--- src/rtl/quad_pkg.sv ---
// Shared constants for the quadrature input filter.
// Widths, parameter defaults and legal ranges.
`timescale 1ns/1ps
package quad_pkg;
  localparam int GLITCH_CNT_W   = 8;
  localparam int FILTER_LEN_DEF = 4;
  localparam int PRESCALE_DEF   = 1;
  localparam int FILTER_LEN_MIN = 1;
  localparam int FILTER_LEN_MAX = 64;
  localparam int PRESCALE_MIN   = 1;
  localparam int PRESCALE_MAX   = 65536;

  // Counter width for values 0..n-1, never below one bit.
  function automatic int cnt_w(input int n);
    return (n > 1) ? $clog2(n) : 1;
  endfunction
endpackage

--- src/rtl/quad_chan_filter.sv ---
// One encoder channel: 2-flop synchronizer plus persistence filter.
// Emits toggle and glitch strobes for the top-level bookkeeping.
`timescale 1ns/1ps
module quad_chan_filter
  import quad_pkg::*;
#(
  parameter int FILTER_LEN = FILTER_LEN_DEF
) (
  input  logic clk,
  input  logic rst_n,
  input  logic raw,
  input  logic tick,
  output logic filt,
  output logic toggle,
  output logic glitch
);
  localparam int SW = cnt_w(FILTER_LEN);
  localparam logic [SW-1:0] LAST = SW'(FILTER_LEN - 1);

  logic [1:0]    sync_q;
  logic [SW-1:0] stable;
  logic          synced;
  logic          differ;

  assign synced = sync_q[1];
  assign differ = synced ^ filt;
  assign toggle = tick & differ & (stable == LAST);
  // Level fell back before acceptance: a rejected glitch.
  assign glitch = tick & ~differ & (stable != '0);

  always_ff @(posedge clk or negedge rst_n) begin
    if (!rst_n) begin
      sync_q <= '0;
      stable <= '0;
      filt   <= 1'b0;
    end else begin
      sync_q <= {sync_q[0], raw};
      if (tick) begin
        if (!differ || stable == LAST) begin
          stable <= '0;
        end else begin
          stable <= stable + 1'b1;
        end
      end
      if (toggle) begin
        filt <= ~filt;
      end
    end
  end
endmodule

--- src/rtl/quad_input_filter.sv ---
// Two-channel quadrature input filter with prescaled sampling,
// change/error strobes and a saturating glitch counter.
`timescale 1ns/1ps
module quad_input_filter
  import quad_pkg::*;
#(
  parameter int FILTER_LEN = FILTER_LEN_DEF,
  parameter int PRESCALE   = PRESCALE_DEF
) (
  input  logic                    clk,
  input  logic                    rst_n,
  input  logic                    chn_a,
  input  logic                    chn_b,
  input  logic                    clr,
  output logic                    chn_a_f,
  output logic                    chn_b_f,
  output logic                    chg,
  output logic                    err_pulse,
  output logic                    err_sticky,
  output logic [GLITCH_CNT_W-1:0] glitch_cnt
);
  if (FILTER_LEN < FILTER_LEN_MIN || FILTER_LEN > FILTER_LEN_MAX) begin : g_bad_len
    $error("FILTER_LEN out of range");
  end
  if (PRESCALE < PRESCALE_MIN || PRESCALE > PRESCALE_MAX) begin : g_bad_pre
    $error("PRESCALE out of range");
  end

  localparam int PW = cnt_w(PRESCALE);
  localparam logic [PW-1:0] PLAST = PW'(PRESCALE - 1);
  localparam logic [GLITCH_CNT_W-1:0] CNT_MAX = '1;

  logic [PW-1:0] pre;
  logic          tick;
  logic          tog_a, tog_b;
  logic          gl_a, gl_b;
  logic [1:0]    gl_n;
  logic [GLITCH_CNT_W-1:0] cnt_base;
  logic [GLITCH_CNT_W:0]   cnt_sum;
  logic [GLITCH_CNT_W-1:0] cnt_next;

  assign tick = (pre == PLAST);

  always_ff @(posedge clk or negedge rst_n) begin
    if (!rst_n) begin
      pre <= '0;
    end else begin
      pre <= tick ? '0 : pre + 1'b1;
    end
  end

  quad_chan_filter #(.FILTER_LEN(FILTER_LEN)) u_a (
    .clk    (clk),
    .rst_n  (rst_n),
    .raw    (chn_a),
    .tick   (tick),
    .filt   (chn_a_f),
    .toggle (tog_a),
    .glitch (gl_a)
  );

  quad_chan_filter #(.FILTER_LEN(FILTER_LEN)) u_b (
    .clk    (clk),
    .rst_n  (rst_n),
    .raw    (chn_b),
    .tick   (tick),
    .filt   (chn_b_f),
    .toggle (tog_b),
    .glitch (gl_b)
  );

  // Clear drops the old count but still keeps this cycle's events.
  always_comb begin
    gl_n     = {1'b0, gl_a} + {1'b0, gl_b};
    cnt_base = clr ? '0 : glitch_cnt;
    cnt_sum  = {1'b0, cnt_base} + {{(GLITCH_CNT_W-1){1'b0}}, gl_n};
    cnt_next = cnt_sum[GLITCH_CNT_W] ? CNT_MAX : cnt_sum[GLITCH_CNT_W-1:0];
  end

  always_ff @(posedge clk or negedge rst_n) begin
    if (!rst_n) begin
      chg        <= 1'b0;
      err_pulse  <= 1'b0;
      err_sticky <= 1'b0;
      glitch_cnt <= '0;
    end else begin
      chg        <= tog_a | tog_b;
      err_pulse  <= tog_a & tog_b;
      glitch_cnt <= cnt_next;
      if (tog_a && tog_b) begin
        err_sticky <= 1'b1;
      end else if (clr) begin
        err_sticky <= 1'b0;
      end
    end
  end
endmodule

--- config.mk ---
export PLATFORM = sky130hd
export DESIGN_NAME = quad_input_filter
export DESIGN_NICKNAME = d
export VERILOG_FILES = /design/src/rtl/quad_pkg.sv /design/src/rtl/quad_chan_filter.sv /design/src/rtl/quad_input_filter.sv
export SDC_FILE = /design/constraint.sdc
export NUM_CORES = 1
export LEC_CHECK = 0
export CAP_MARGIN = 10
export CORE_MARGIN = 5
export CORE_UTILIZATION = 53
export DETAILED_ROUTE_END_ITERATION = 12
export PLACE_DENSITY = 0.87
export SLEW_MARGIN = 20
export SYNTH_ARGS = -nofsm -noshare
export SYNTH_HDL_FRONTEND = slang
export SYNTH_SLANG_ARGS = --single-unit
--- constraint.sdc ---
create_clock -name clk -period 2.68 [get_ports clk]
set_input_delay 0.536 -clock clk [delete_from_list [all_inputs] [get_ports clk]]
set_output_delay 0.536 -clock clk [all_outputs]
set_load 0.03 [all_outputs]
After elaboration in Yosys (flattened, before gate mapping)
Cells that the tools add are included.
{"block": "classes", "eq_ne": 2, "mux": 7, "shifts": 0, "multipliers": 0, "n_addsub": 5, "n_lt_le_gt_ge": 0, "div": 0, "bitwise_logic": 17, "reduce_logical": 8}
{"operator": "8-bit 2-to-1 mux", "count": 2}
{"operator": "8-bit by 2-bit adder with 9-bit output", "count": 1}
{"operator": "1-bit AND", "count": 9}
{"operator": "2-bit nonzero test", "count": 3}
{"operator": "1-bit NOT", "count": 5}
{"operator": "2-bit by 1-bit adder with 2-bit output (second input constant)", "count": 2}
{"operator": "2-bit == test (second input constant)", "count": 2}
{"operator": "2-bit 2-to-1 mux", "count": 2}
{"operator": "1-bit 2-to-1 mux", "count": 3}
{"operator": "1-bit by 1-bit adder with 2-bit output", "count": 1}
{"operator": "1-bit zero test", "count": 2}
{"operator": "1-bit logical OR", "count": 2}
{"operator": "1-bit bitwise XOR", "count": 2}
{"operator": "1-bit adder (second input constant)", "count": 1}
{"operator": "1-bit logical AND", "count": 1}
{"operator": "1-bit OR", "count": 1}
{"block": "totals", "elab_cells": 50, "romBits": 0, "register_bits": 22, "mem_bits_rw": 0, "output_inout_bits": 13, "in_bits": 5, "mem_count": 0, "latch_bits": 0}

Depth between registers and ports, before layout
{"block": "depth", "ltp_word": 7, "depth_mapped": 8}

Cells and area by module
From an unflattened synthesis, not the netlist that was laid out.
{"block": "unflattened", "hier_cells": 78, "hier_area_um2": 962.2}
{"mod": "quad_input_filter", "seq_area_each_um2": 275.3, "n_inst": 1, "area_each_um2": 516.7, "cells_each": 42}
{"mod": "quad_chan_filter", "seq_area_each_um2": 125.1, "n_inst": 2, "area_each_um2": 222.7, "cells_each": 18}

Worst setup path after synthesis
OpenSTA, ideal clock, no wires.
{"block": "synth_path", "path_kind": "register -> register", "startpoint": "register u_a.filt", "endpoint": "register glitch_cnt[6]", "n_path_buf": 1, "synth_period_minus_slack_ps": 2028, "path_slack_ps": 652, "path_stages_with_launch": 8, "arrival_time_ps": 1942, "cell_sequence": "dfrtp_1 -> xor2_1 -> nor2_1 -> fa_1 -> and4_1 -> buf_6 -> and4b_1 -> nor3_1"}
{"block": "synth_via", "elab_chain_cells": 7}
{"element": "from (decl)", "line": "quad_chan_filter.sv:13", "source": "output logic filt,"}
{"element": "from (signal assigned)", "line": "quad_chan_filter.sv:46", "source": "filt <= ~filt;"}
{"element": "1-bit bitwise XOR", "line": "quad_chan_filter.sv:26", "source": "assign differ = synced ^ filt;"}
{"element": "1-bit NOT", "line": "quad_chan_filter.sv:29", "source": "assign glitch = tick & ~differ & (stable != '0);"}
{"element": "1-bit AND (2 in a row)", "line": "quad_chan_filter.sv:29"}
{"element": "1-bit by 1-bit adder with 2-bit output", "line": "quad_input_filter.sv:74", "source": "gl_n = {1'b0, gl_a} + {1'b0, gl_b};"}
{"element": "8-bit by 2-bit adder with 9-bit output", "line": "quad_input_filter.sv:76", "source": "cnt_sum = {1'b0, cnt_base} + {{(GLITCH_CNT_W-1){1'b0}}, gl_n};"}
{"element": "8-bit 2-to-1 mux", "line": "quad_input_filter.sv:77", "source": "cnt_next = cnt_sum[GLITCH_CNT_W] ? CNT_MAX : cnt_sum[GLITCH_CNT_W-1:0];"}
{"element": "net cnt_next[6]", "line": "quad_input_filter.sv:40", "source": "logic [GLITCH_CNT_W-1:0] cnt_next;"}
{"element": "to (signal assigned)", "line": "quad_input_filter.sv:89", "source": "glitch_cnt <= cnt_next;"}
{"element": "to (decl)", "line": "quad_input_filter.sv:20", "source": "output logic [GLITCH_CNT_W-1:0] glitch_cnt"}
The timed path passes the listed nets, and every way through them passes these cells.
A chain may end at the register's enable or synchronous reset.

Worst setup path in the final report
Ends and elaborated chain as after synthesis.

==> summary.txt <==
CLOCK TREE
--------------------------------------------------------------------------------
Hold buffers post-CTS                                                          0
Latest clock arrival within the worst-skew pair                          0.30 ns
CTS buffer count                                                               3
Post-CTS repair timing setup buffer count                                      0
Sinks on Clock Net                                                            21
Maximum buffer depth of the clock tree                                         2
Clock-pin slew on the worst setup and hold paths                         0.12 ns
Clock tree root buffer cell                                         sky130_fd_sc_hd__clkbuf_4
Number of resized instances in the post-cts repair step                        0
CTS H-tree lvls                                                                1
CTS tree                                                                   built

GLOBAL ROUTING
--------------------------------------------------------------------------------
Global-route usage over all layers                                         13.1%
Number of antenna violations at the first check in global routing              0
Wire length of the first global-routing pass                             2640 um
Via count of the first global-routing pass                                   632
Largest net degree at the start of global routing                             22
Overflow left after global routing                                             0

TIMING
--------------------------------------------------------------------------------
Slew headroom                                                              78.2%
Share of the clock period used by the worst path after layout              75.6%
Setup repair after global routing missed its margin                           no
Final Hold Violating Endpoints                                                 0
Max Clock Skew                                                       0.000519 ns
Slew of the pin with the lowest slew margin                             0.326 ns
Final setup violating endpoints                                                0
Total Negative Setup Slacks                                                 0 ns
FMAX                                                                   0.493 GHz
Final Critical Period                                                    2.03 ns
Count of final max-slew check failures                                         0

DRT
--------------------------------------------------------------------------------
Vias                                                                         624
Routed length per instance                                               12.4 um
Number of antenna-violating nets in the routed design                          0
Via-to-Cell Ratio                                                           5.07
Number of design rule violations left after detail routing                     0
First-pass detailed-route iteration total                                      4
Met1 routed wirelength after detailed routing                             690 um
Total met3 wirelength after detailed routing                               62 um
Violation count after the first detailed-routing iteration                     4
Highest metal layer with signal wires                                       met4
WL met2                                                                   741 um
DRT Wirelength                                                           1520 um

POWER
--------------------------------------------------------------------------------
Part of the total power dissipated in combinational logic                  37.5%
Total power consumption of the routed design                            0.931 mW
Leakage power figure                                                    0.507 nW
Part of the power in the clock network                                     16.2%
Largest vdd supply drop                                                   515 uV
Internal power                                                          0.598 mW
Part of the power in registers                                             46.2%
Sw Ratio                                                                   35.8%
Net switching power figure                                              0.333 mW
Pwr Density                                                          804 nW/um^2

SYNTHESIS
--------------------------------------------------------------------------------
Flip-flop and latch count after synthesis                                     21
Synthesized Nets                                                              87
Synth Cell Area                                                         933 um^2
Warnings, synthesis                                                            0
Number of enable flip-flop cells after synthesis                               0
Top-count cell post-synth                                           sky130_fd_sc_hd__dfrtp_1
Most frequent cells after synthesis                                 sky130_fd_sc_hd__dfrtp_1 (21), sky130_fd_sc_hd__inv_1 (5), sky130_fd_sc_hd__nand2_1 (5)
Dominant cells by area after synthesis                              sky130_fd_sc_hd__dfrtp_1 (56%), sky130_fd_sc_hd__ha_1 (5.4%), sky130_fd_sc_hd__xnor2_1 (3.8%), sky130_fd_sc_hd__mux2_1 (2.4%), sky130_fd_sc_hd__fa_1 (2.1%)
Cell variety after synth                                                      29
Sequential cell area fraction in the yosys report                          56.3%
Proportion of netlist area held by the largest area contributor            56.3%
Main flop type after synthesis                                      sky130_fd_sc_hd__dfrtp_1
Average cell area after synthesis                                      12.1 um^2
Post-Syn Instances                                                            77
Ys async rst share                                                          100%
Post-synthesis cell type with the largest combined area             sky130_fd_sc_hd__dfrtp_1

OUTCOME
--------------------------------------------------------------------------------
Result of the run                                                      completed

CRITICAL PATH
--------------------------------------------------------------------------------
Required time at the endpoint of the critical path                       2.90 ns
Peak fanout along the critical path                                            8
Cell-by-cell trace of the critical path                             xor2_1, nor2_1, fa_1, and4_1, and4b_1, nor3_1
CP Launch Type                                                          register
Logic depth of the worst path, buffers included                                6
Worst-path cell with the longest stage delay                        sky130_fd_sc_hd__fa_1
Count of cells along the worst register-to-register path                       6
Count of buffer and inverter cells on the critical path                        0
Critical Path End Type                                                  register
Family with the most delay on the worst path                        simple AND/OR/NAND/NOR gates
Critical path class                                                   reg -> reg
Worst Path Arrival                                                       2.25 ns
Register-to-register setup slack                                         0.65 ns
Biggest cell delay along the critical path                               0.52 ns

LAYOUT
--------------------------------------------------------------------------------
Share of post-route cells with drive strength above 1                      10.2%
Ant. Diodes                                                                    0
Number of nets in the layout                                                 109
P&R area growth vs syn                                                     24.1%
Final Non-Filler Cells                                                       123

WORST HOLD PATH
--------------------------------------------------------------------------------
Worst hold path type                                                  reg -> reg
Worst Hold Depth                                                               0

PLACEMENT
--------------------------------------------------------------------------------
Final Wtd Congestion                                                       0.799
Number of port buffers                                                        17
Detailed placement HPWL                                                  1150 um
Cell Count Post-Placement                                                    119

FLOORPLAN
--------------------------------------------------------------------------------
Die footprint                                                          2700 um^2
Height of the die                                                        52.0 um
Initial core utilization                                                   54.7%
Die width                                                                52.0 um
Core outline area                                                      1710 um^2
Rows                                                                          15
# IOs                                                                         18

RUN
--------------------------------------------------------------------------------
Number of maximum-capacitance violations                                       0

## cell families after synthesis
| logic type | synth area share [%] |
|---|---|
| simple gates | 14.2 |
| xor+xnor | 5.63 |
| buf+inv | 4.02 |
| flops | 56.3 |
| mux | 2.41 |
| compound gates | 9.92 |
| fa+ha+maj | 7.51 |
## power groups by stage
stage	combinational, mW	sequential (mW)	clock (mW)
after detailed placement	0.352	0.438	0
after global placement	0.343	0.431	0
final	0.350	0.430	0.151
after CTS	0.356	0.431	0.153
after global routing	0.382	0.440	0.171
after floorplan	0.169	0.495	0
## per-stage QoR
step                hold slack, ns  util, %  area, um^2  worst slack (ns)
floorplan                    0.240        -         933             0.652
global placement             0.334     66.2        1130             0.410
detailed placement           0.346     66.2        1130             0.371
CTS                          0.373     67.8        1160             0.653
global route                 0.388     67.8        1160             0.508
finish                       0.373     67.8        1160             0.654
## placed cells by master, fill, tap and decap left out, drive strengths merged
master	instances
a211oi	1
a21oi	3
a311oi	1
a31o	1
a31oi	2
and2	1
and3	1
and3b	1
and4	1
and4b	1
buf	2
clkbuf	3
clkdlybuf4s50	17
clkinv	1
dfrtp	21
fa	1
ha	4
inv	5
mux2	2
nand2	5
nand3	3
nor2	4
nor2b	2
nor3	3
nor3b	2
o21ai	1
o21bai	1
o22ai	2
xnor2	4
xor2	2
## flip-flops by register name (all words and copies together) (netlist names)
| signal | count |
|---|---|
| glitch_cnt | 8 |
| u_a.stable | 2 |
| u_a.sync_q | 2 |
| u_b.stable | 2 |
| u_b.sync_q | 2 |
| chg | 1 |
| err_pulse | 1 |
| err_sticky | 1 |
| u_a.filt | 1 |
| u_b.filt | 1 |
## path summary, 6_finish.rpt
check                                           to                     from
setup / recovery           glitch_cnt[6]$_DFF_PN0_     u_a.filt$_DFFE_PN0P_
hold / removal             u_b.sync_q[1]$_DFF_PN0_  u_b.sync_q[0]$_DFF_PN0_
setup reg to reg           glitch_cnt[6]$_DFF_PN0_     u_a.filt$_DFFE_PN0P_
hold reg to reg            u_b.sync_q[1]$_DFF_PN0_  u_b.sync_q[0]$_DFF_PN0_
max in group asynchronous  u_b.stable[1]$_DFF_PN0_                    rst_n
min in group asynchronous  u_b.stable[0]$_DFF_PN0_                    rst_n
## final cells by class
cell class                 count  area [um^2]
fill                         116          549
clock inverter                 1         5.00
timing repair buffer          19          185
multi-input combinational     49          370
sequential                    21          526
inverter                       5         18.8
tap                           25         31.3
clock buffer                   3         22.5
## routing by layer
layer | vias to the layer above | global-route usage [%]
li1 | 307 | -
met5 | - | 0
met2 | 12 | 20.9
met1 | 301 | 16.7
met4 | 0 | 5.24
met3 | 4 | 3.72
No activity file was read; power rests on OpenSTA's default activity.
